==> src/rtl/io_input_conditioner.sv <==
// Per-channel pad synchroniser, debouncer and edge/toggle generator for switch/button inputs.
// Optional toggle flops are built only when IO_COND_TOGGLE_EN is defined.
module io_input_conditioner #(
  parameter int unsigned             WIDTH           = 2,
  parameter int unsigned             DEBOUNCE_CYCLES = 50000,
  parameter logic [WIDTH-1:0]        RESET_LEVEL     = '0
) (
  input  logic             clk,
  input  logic             rst_n,
  input  logic [WIDTH-1:0] raw_in,
  output logic [WIDTH-1:0] level_out,
  output logic [WIDTH-1:0] rise_pulse,
  output logic [WIDTH-1:0] fall_pulse,
  output logic [WIDTH-1:0] toggle_out
);

  localparam int unsigned      CNT_W   = $clog2(DEBOUNCE_CYCLES + 1);
  localparam logic [CNT_W-1:0] CNT_MAX = CNT_W'(DEBOUNCE_CYCLES - 1);

  logic [WIDTH-1:0] sync1;
  logic [WIDTH-1:0] sync2;
  logic [WIDTH-1:0] stable;
  logic [CNT_W-1:0] cnt [WIDTH];
  logic [WIDTH-1:0] accept_c;

  // A channel accepts its new level on the cycle the count completes
  always_comb begin
    accept_c = '0;
    for (int unsigned i = 0; i < WIDTH; i++) begin
      accept_c[i] = (sync2[i] != stable[i]) && (cnt[i] == CNT_MAX);
    end
  end

  // Synchroniser, qualification counters, stable level and edge pulses
  always_ff @(posedge clk or negedge rst_n) begin
    if (!rst_n) begin
      sync1      <= RESET_LEVEL;
      sync2      <= RESET_LEVEL;
      stable     <= RESET_LEVEL;
      rise_pulse <= '0;
      fall_pulse <= '0;
      for (int unsigned i = 0; i < WIDTH; i++) begin
        cnt[i] <= '0;
      end
    end else begin
      sync1      <= raw_in;
      sync2      <= sync1;
      rise_pulse <= accept_c & sync2;
      fall_pulse <= accept_c & ~sync2;
      for (int unsigned i = 0; i < WIDTH; i++) begin
        if (sync2[i] == stable[i]) begin
          cnt[i] <= '0;
        end else if (accept_c[i]) begin
          stable[i] <= sync2[i];
          cnt[i]    <= '0;
        end else begin
          cnt[i] <= cnt[i] + CNT_W'(1);
        end
      end
    end
  end

  assign level_out = stable;

`ifdef IO_COND_TOGGLE_EN
  logic [WIDTH-1:0] toggle;

  // Flip on the same edge that raises rise_pulse
  always_ff @(posedge clk or negedge rst_n) begin
    if (!rst_n) begin
      toggle <= '0;
    end else begin
      toggle <= toggle ^ (accept_c & sync2);
    end
  end

  assign toggle_out = toggle;
`else
  assign toggle_out = '0;
`endif

endmodule

==> config.mk <==
export PLATFORM = sky130hd
export DESIGN_NAME = io_input_conditioner
export DESIGN_NICKNAME = d
export VERILOG_FILES = /design/src/rtl/io_input_conditioner.sv
export SDC_FILE = /design/constraint.sdc
export NUM_CORES = 1
export LEC_CHECK = 0
export CORE_MARGIN = 3
export CORE_UTILIZATION = 30
export CTS_CLUSTER_DIAMETER = 40
export DETAILED_ROUTE_END_ITERATION = 10
export PLACE_DENSITY = 0.5
export SLEW_MARGIN = 20
export SYNTH_ARGS = -nofsm -noshare
export SYNTH_HDL_FRONTEND = slang
export SYNTH_SLANG_ARGS = --single-unit
export TNS_END_PERCENT = 30
==> constraint.sdc <==
create_clock -name clk -period 2.26 [get_ports clk]
set_input_delay 0.339 -clock clk [delete_from_list [all_inputs] [get_ports clk]]
set_output_delay 0.339 -clock clk [all_outputs]
set_load 0.005 [all_outputs]
==> results.py, run 1 <==
metrics = {
    "floorplan": {
        "ios": 12,
        "die_area_mm2": 0.00746,
        "rows": 28,
        "die_y_um": 86.4,
        "fp.dieW_um": 86.4,
        "core_mm2": 0.00610,
        "start_util_pct": 31.8,
    },
    "setup_path": {
        "cp_cell_sequence": "ha_1 -> nand4_1 -> or4_4 -> mux2_4",
        "cp_slowest_stage_delay_ns": 0.59,
        "critPathMaxFanout": 5,
        "cp_slowest_cell": "or4_4",
        "endpoint_kind": "flip-flop",
        "critPathKind": "flip-flop to flip-flop",
        "reg2reg_from": "cnt[0]",
        "startpoint": "cnt[0]",
        "cp.arrival_ns": 2.04,
        "critPathRequiredTime_ns": 2.45,
        "start_kind": "flip-flop",
    },
    "sta": {
        "max_freq_ghz": 0.542,
        "worstMarginPinSlew_ns": 0.535,
        "layout_min_cycle_time_ns": 1.84,
        "finalSetupViolCount": 0,
        "final.setup.worst_slack_ns": 0.415,
        "min_period_over_period_pct": 81.6,
        "rsz0062_at_grt": "false",
        "clock_skew_ns": 0.0100,
        "tns_ns": 0,
        "relSlewSlack_pct": 64.4,
        "drv_slew": 0,
        "finalHoldViolations": 0,
    },
    "yosys": {
        "ys_async_sr_fraction_pct": 100,
        "ys_seq_elements": 42,
        "synth_edf_count": 0,
        "avgSynthCellArea_um2": 10.7,
        "ys_dominant_reg_cell": "dfrtp_1",
        "yosysSeqAreaShare_pct": 54.2,
        "ys_types": 28,
        "synth_top_cell_by_area": "dfrtp_1",
        "netlist_area_mm2": 0.00194,
        "yosys_warnings": 0,
        "syn_inst": 181,
        "synth_top_area_share_pct": 54.2,
        "synthTopCellsByArea": "dfrtp_1 (54%), xnor2_1 (8.6%), nor2_1 (6.4%)",
    },
    "layout": {
        "fill_cells": 639,
        "utilization_pct": 35.7,
        "final_nets": 199,
        "synthToLayoutAreaGrowth_pct": 12.3,
        "diodes": 0,
        "layout-drive-gt1-share_pct": 8.25,
        "multiInputGateArea_um2": 831,
        "regArea_mm2": 0.00105,
    },
    "cts": {
        "cts_tree": "built",
        "cts_buffers": 5,
        "ctsHtreeMaxLevel": 2,
        "cts_hold_buf": 0,
        "clk_path_buf_depth": 2,
        "clk_pin_slew_worst_paths_ns": 0.09,
        "cts.sinks": 42,
        "cts-resized-gates": 0,
        "cts_setup_buffers": 0,
        "clk_latency_ns": 0.30,
        "clock-root-buffer": "clkbuf_8",
    },
    "grt": {
        "grt.overflow.total": 0,
        "grt_max_degree": 43,
        "grt_pass1_vias": 1269,
        "grtUsageTotal_pct": 10.7,
        "grt_pass1_wl_um": 6250,
        "antenna_found_initial": 0,
    },
    "power_and_ir_drop": {
        "cellPowerDensity_mw_per_mm2": 604,
        "peakVddDrop_v": 0.000313,
        "p_leak_nw": 0.876,
        "total_power_mw": 1.32,
    },
    "detailed_routing": {
        "vias": 1283,
        "drt_iter0_markers": 87,
        "routed_wl_um": 3450,
        "drc_errors": 0,
        "avgViaCountPerCell": 4.77,
        "firstDrtPassIters": 6,
        "ant_nets": 0,
        "routedWlPerCell_um": 12.8,
    },
    "place": {
        "post-dp-hpwl_um": 2200,
        "gp_congestion": 0.719,
        "io_buffer_count": 9,
        "place_ws_ns": 0.424,
    },
    "hold_path": {
        "hold_path.class": "input port to async pin",
    },
    "job": {
        "cap_violations": 0,
    },
    "run_status": {
        "status": "complete, no violations",
    },
}
## cell usage after synthesis (3+ instances only)
cell type,count
xnor2_1,19
nand3_1,12
and3_1,3
xor2_1,11
inv_1,3
nor2_1,33
nand4_1,11
nor4_1,9
nand2_1,7
dfrtp_1,42
nor3_1,4
nor3b_1,4
## power by group
group          switching, mW  leakage [nW]  internal [mW]  total, mW
Sequential            0.0126         0.573          0.763      0.776
Clock                  0.275        0.0441          0.217      0.492
Combinational         0.0313         0.260         0.0166     0.0478
Total                  0.319         0.876          0.997       1.32
## cell usage in the layout, fill, tap and decap left out, types with 5 or more instances in the layout
cell | synthesis | layout
clkbuf_8 | 0 | 5
clkdlybuf4s50_1 | 0 | 8
dfrtp_1 | 42 | 42
nand2_1 | 7 | 7
nand3_1 | 12 | 12
nand4_1 | 11 | 11
nor2_1 | 33 | 33
nor4_1 | 9 | 9
xnor2_1 | 19 | 19
xor2_1 | 11 | 11
## cell type report
cell class | instances | share of cell area [%]
clock inverters | 3 | 0.977
inverters | 3 | 0.517
flip-flops and latches | 42 | 48.3
repair buffers | 11 | 4.60
well taps | 75 | 4.31
clock buffers | 5 | 3.16
multi-input cells | 130 | 38.2
## flip-flops by register name (all words and copies together), names as in the netlist
signal / flops
level_out: 2
sync1: 2
rise_pulse: 2
sync2: 2
fall_pulse: 2
cnt: 32
## cells by family after synthesis
family / share of synthesized area, %
other: 0.193
buffers and inverters: 3.16
adder cells (fa/ha/maj): 1.29
XOR/XNOR: 13.5
AND/OR/NAND/NOR: 26.3
flip-flops: 54.2
multiplexers: 1.35
## through the flow
stage / cells / cell area (um^2) / hold WS, ns
after global routing: 269 / 2180 / 0.148
after global placement: 261 / 2090 / 0.338
after floorplan: 182 / 1940 / 0.0434
after detailed placement: 261 / 2090 / 0.336
after CTS: 269 / 2180 / 0.120
final: 269 / 2180 / 0.0986
## layer usage
layer	vias up	global-route usage, %	part of all wire, %
li1	643	-	-
met1	615	15.2	52
met2	21	14.5	42
met3	4	4.09	4.7
met4	0	4.39	1.3
met5	-	0	0
## worst paths after layout
| kind | end | cells after the start | slack (ns) |
|---|---|---|---|
| max in group asynchronous | cnt[9] | 2 | 1.78 |
| worst max register to register | level_out[1] | 4 | 0.42 |
| worst max-delay path | level_out[1] | 4 | 0.42 |
| min in group clk | sync2[1] | 0 | 0.35 |
| worst min register to register | sync2[1] | 0 | 0.35 |
| worst min-delay path | cnt[13] | 2 | 0.1 |
## critical path: cells and delay by family, from the launching register on
kind,cells,cell delay [ns]
simple gates,2,0.80
flops,1,0.41
mux,1,0.31
fa+ha+maj,1,0.22
No activity file was read; power rests on OpenSTA's default activity.
==> run 2: changes to the inputs <==
--- a/config.mk
+++ b/config.mk
@@ -9,7 +9,7 @@
 export CORE_UTILIZATION = 30
 export CTS_CLUSTER_DIAMETER = 40
 export DETAILED_ROUTE_END_ITERATION = 10
-export PLACE_DENSITY = 0.5
+export PLACE_DENSITY = 0.52
 export SLEW_MARGIN = 20
 export SYNTH_ARGS = -nofsm -noshare
 export SYNTH_HDL_FRONTEND = slang
==> constraint.sdc (replaced) <==
create_clock -name clk -period 1.6 [get_ports clk]
set_input_delay 0.24 -clock clk [delete_from_list [all_inputs] [get_ports clk]]
set_output_delay 0.24 -clock clk [all_outputs]
set_load 0.005 [all_outputs]
==> results.py, run 2 (same netlist as run 1, synthesis figures left out) <==
metrics = {
    "detailed_routing": {
        "avgViaCountPerCell": 4.72,
        "vias": 1403,
        "routed_wl_um": 3620,
        "drt_iter0_markers": 99,
        "firstDrtPassIters": 4,
        "drt-met1-wl_um": 1850,
        "dr_wl_met3_um": 114,
        "dr.max_layer_used": "met4",
        "met2_length_um": 1590,
        "routedWlPerCell_um": 12.2,
        "drc_errors": 0,
        "ant_nets": 0,
    },
    "layout": {
        "regMostFlops": "cnt",
        "multiInputGateArea_um2": 842,
        "largest_register_ffs": 32,
        "final_nets": 227,
        "synthToLayoutAreaGrowth_pct": 24.1,
        "layout.cells.most_common_list": "dfrtp_1 (42), nor2_1 (33), buf_4 (29), xnor2_1 (19), nand3_1 (12)",
        "fill_cells": 634,
        "diodes": 0,
        "utilization_pct": 39.5,
        "final_area_mm2": 0.00241,
        "layout-drive-gt1-share_pct": 20.7,
        "final_common_cell": "dfrtp_1",
        "regArea_mm2": 0.00105,
    },
    "floorplan": {
        "core_mm2": 0.00610,
        "rows": 28,
        "fp.dieW_um": 86.4,
        "start_util_pct": 31.8,
        "ios": 12,
        "die_y_um": 86.4,
        "die_area_mm2": 0.00746,
    },
    "setup_path": {
        "cp_slowest_cell": "or4_4",
        "critPathKind": "flip-flop to flip-flop",
        "endpoint_kind": "flip-flop",
        "critPathRequiredTime_ns": 1.78,
        "cp.arrival_ns": 1.82,
        "cp_slowest_stage_delay_ns": 0.48,
        "start_kind": "flip-flop",
        "critPathMaxFanout": 5,
        "crit_family": "simple AND/OR/NAND/NOR gates",
        "path_buf_inv": 0,
        "cp_cell_sequence": "or3_1 -> or4_4 -> mux2_4",
    },
    "place": {
        "io_buffer_count": 9,
        "gp_congestion": 0.849,
        "post-dp-hpwl_um": 2580,
        "place_area_mm2": 0.00229,
    },
    "cts": {
        "ctsHtreeMaxLevel": 2,
        "cts_buffers": 5,
        "cts.sinks": 42,
        "clk_latency_ns": 0.29,
        "cts_tree": "built",
        "clk_path_buf_depth": 2,
        "clock-root-buffer": "clkbuf_8",
        "clk_pin_slew_worst_paths_ns": 0.08,
    },
    "sta": {
        "rsz0062_at_grt": "true",
        "layout_min_cycle_time_ns": 1.64,
        "drv_slew": 0,
        "whs_ns": 0.353,
        "max_freq_ghz": 0.609,
        "finalHoldViolations": 0,
        "relSlewSlack_pct": 66.0,
        "finalSetupViolCount": 1,
        "final.setup.worst_slack_ns": -0.0420,
        "min_period_over_period_pct": 103,
        "worstMarginPinSlew_ns": 0.510,
        "clock_skew_ns": 0.00457,
    },
    "job": {
        "cap_violations": 0,
    },
    "grt": {
        "grt_pass1_vias": 1446,
        "grt.overflow.total": 0,
        "grtUsageTotal_pct": 10.9,
        "antenna_found_initial": 0,
        "grt_max_degree": 25,
        "grt_pass1_wl_um": 6500,
    },
    "power_and_ir_drop": {
        "cellPowerDensity_mw_per_mm2": 789,
        "p_leak_nw": 1.02,
        "peakVddDrop_v": 0.000537,
    },
    "run_status": {
        "violations": "setup timing",
        "status": "finished with violations",
    },
    "hold_path": {
        "hold_path.class": "flip-flop to flip-flop",
    },
}
-- run 2: repair_timing --
action | in CTS | in global routing
setup endpoints to repair | 3 | 25
cloned | 0 | 0
setup buffers | 0 | 0
hold buffers | 1 | 0
hold endpoints to repair | 22 | 0
resized for setup | 0 | 2
-- run 2: power breakdown --
part,internal [mW],switching [mW]
Sequential,1.08,0.0135
Clock,0.347,0.367
Combinational,0.0398,0.0535
Total,1.46,0.434
-- run 2: metal layers --
metal  up-vias  global-route usage, %
li1        703                      -
met1       672                   15.0
met2        21                   16.4
met3         7                   2.47
met4         0                   5.10
met5         -                      0
-- run 2: path summary, 6_finish.rpt --
kind,startpoint,end,slack (ns),cells past startpoint
worst max-delay path,cnt[7],level_out[1],-0.04,3
min in group asynchronous,rst_n,cnt[31],0.45,2
max in group asynchronous,rst_n,cnt[6],0.57,3
worst max register to register,cnt[7],level_out[1],-0.04,3
worst min-delay path,sync1[0],sync2[0],0.35,0
worst min register to register,sync1[0],sync2[0],0.35,0
-- run 2: cell type report --
type / instances / area share (%)
clock buffer: 6 / 3.43
timing repair buffer: 39 / 13.0
clock inverter: 2 / 0.520
multi-input combinational: 130 / 35.0
inverter: 3 / 0.468
tap: 75 / 3.90
sequential: 42 / 43.7
-- run 2: worst register-to-register path: stages (launching register included) --
cell,delay (ns)
dfrtp_1,0.38
or3_1,0.36
or4_4,0.48
mux2_4,0.32
-- run 2: metrics by stage --
step	TNS (ns)	total power, mW	setup slack [ns]	std cells
floorplan	-0.825	1.15	-0.116	182
global placement	-0.0310	1.21	-0.0310	288
detailed placement	-0.0314	1.21	-0.0314	288
CTS	-0.0474	1.94	-0.0420	297
global route	-1.39	1.99	-0.106	297
finish	-0.0420	1.90	-0.0420	297
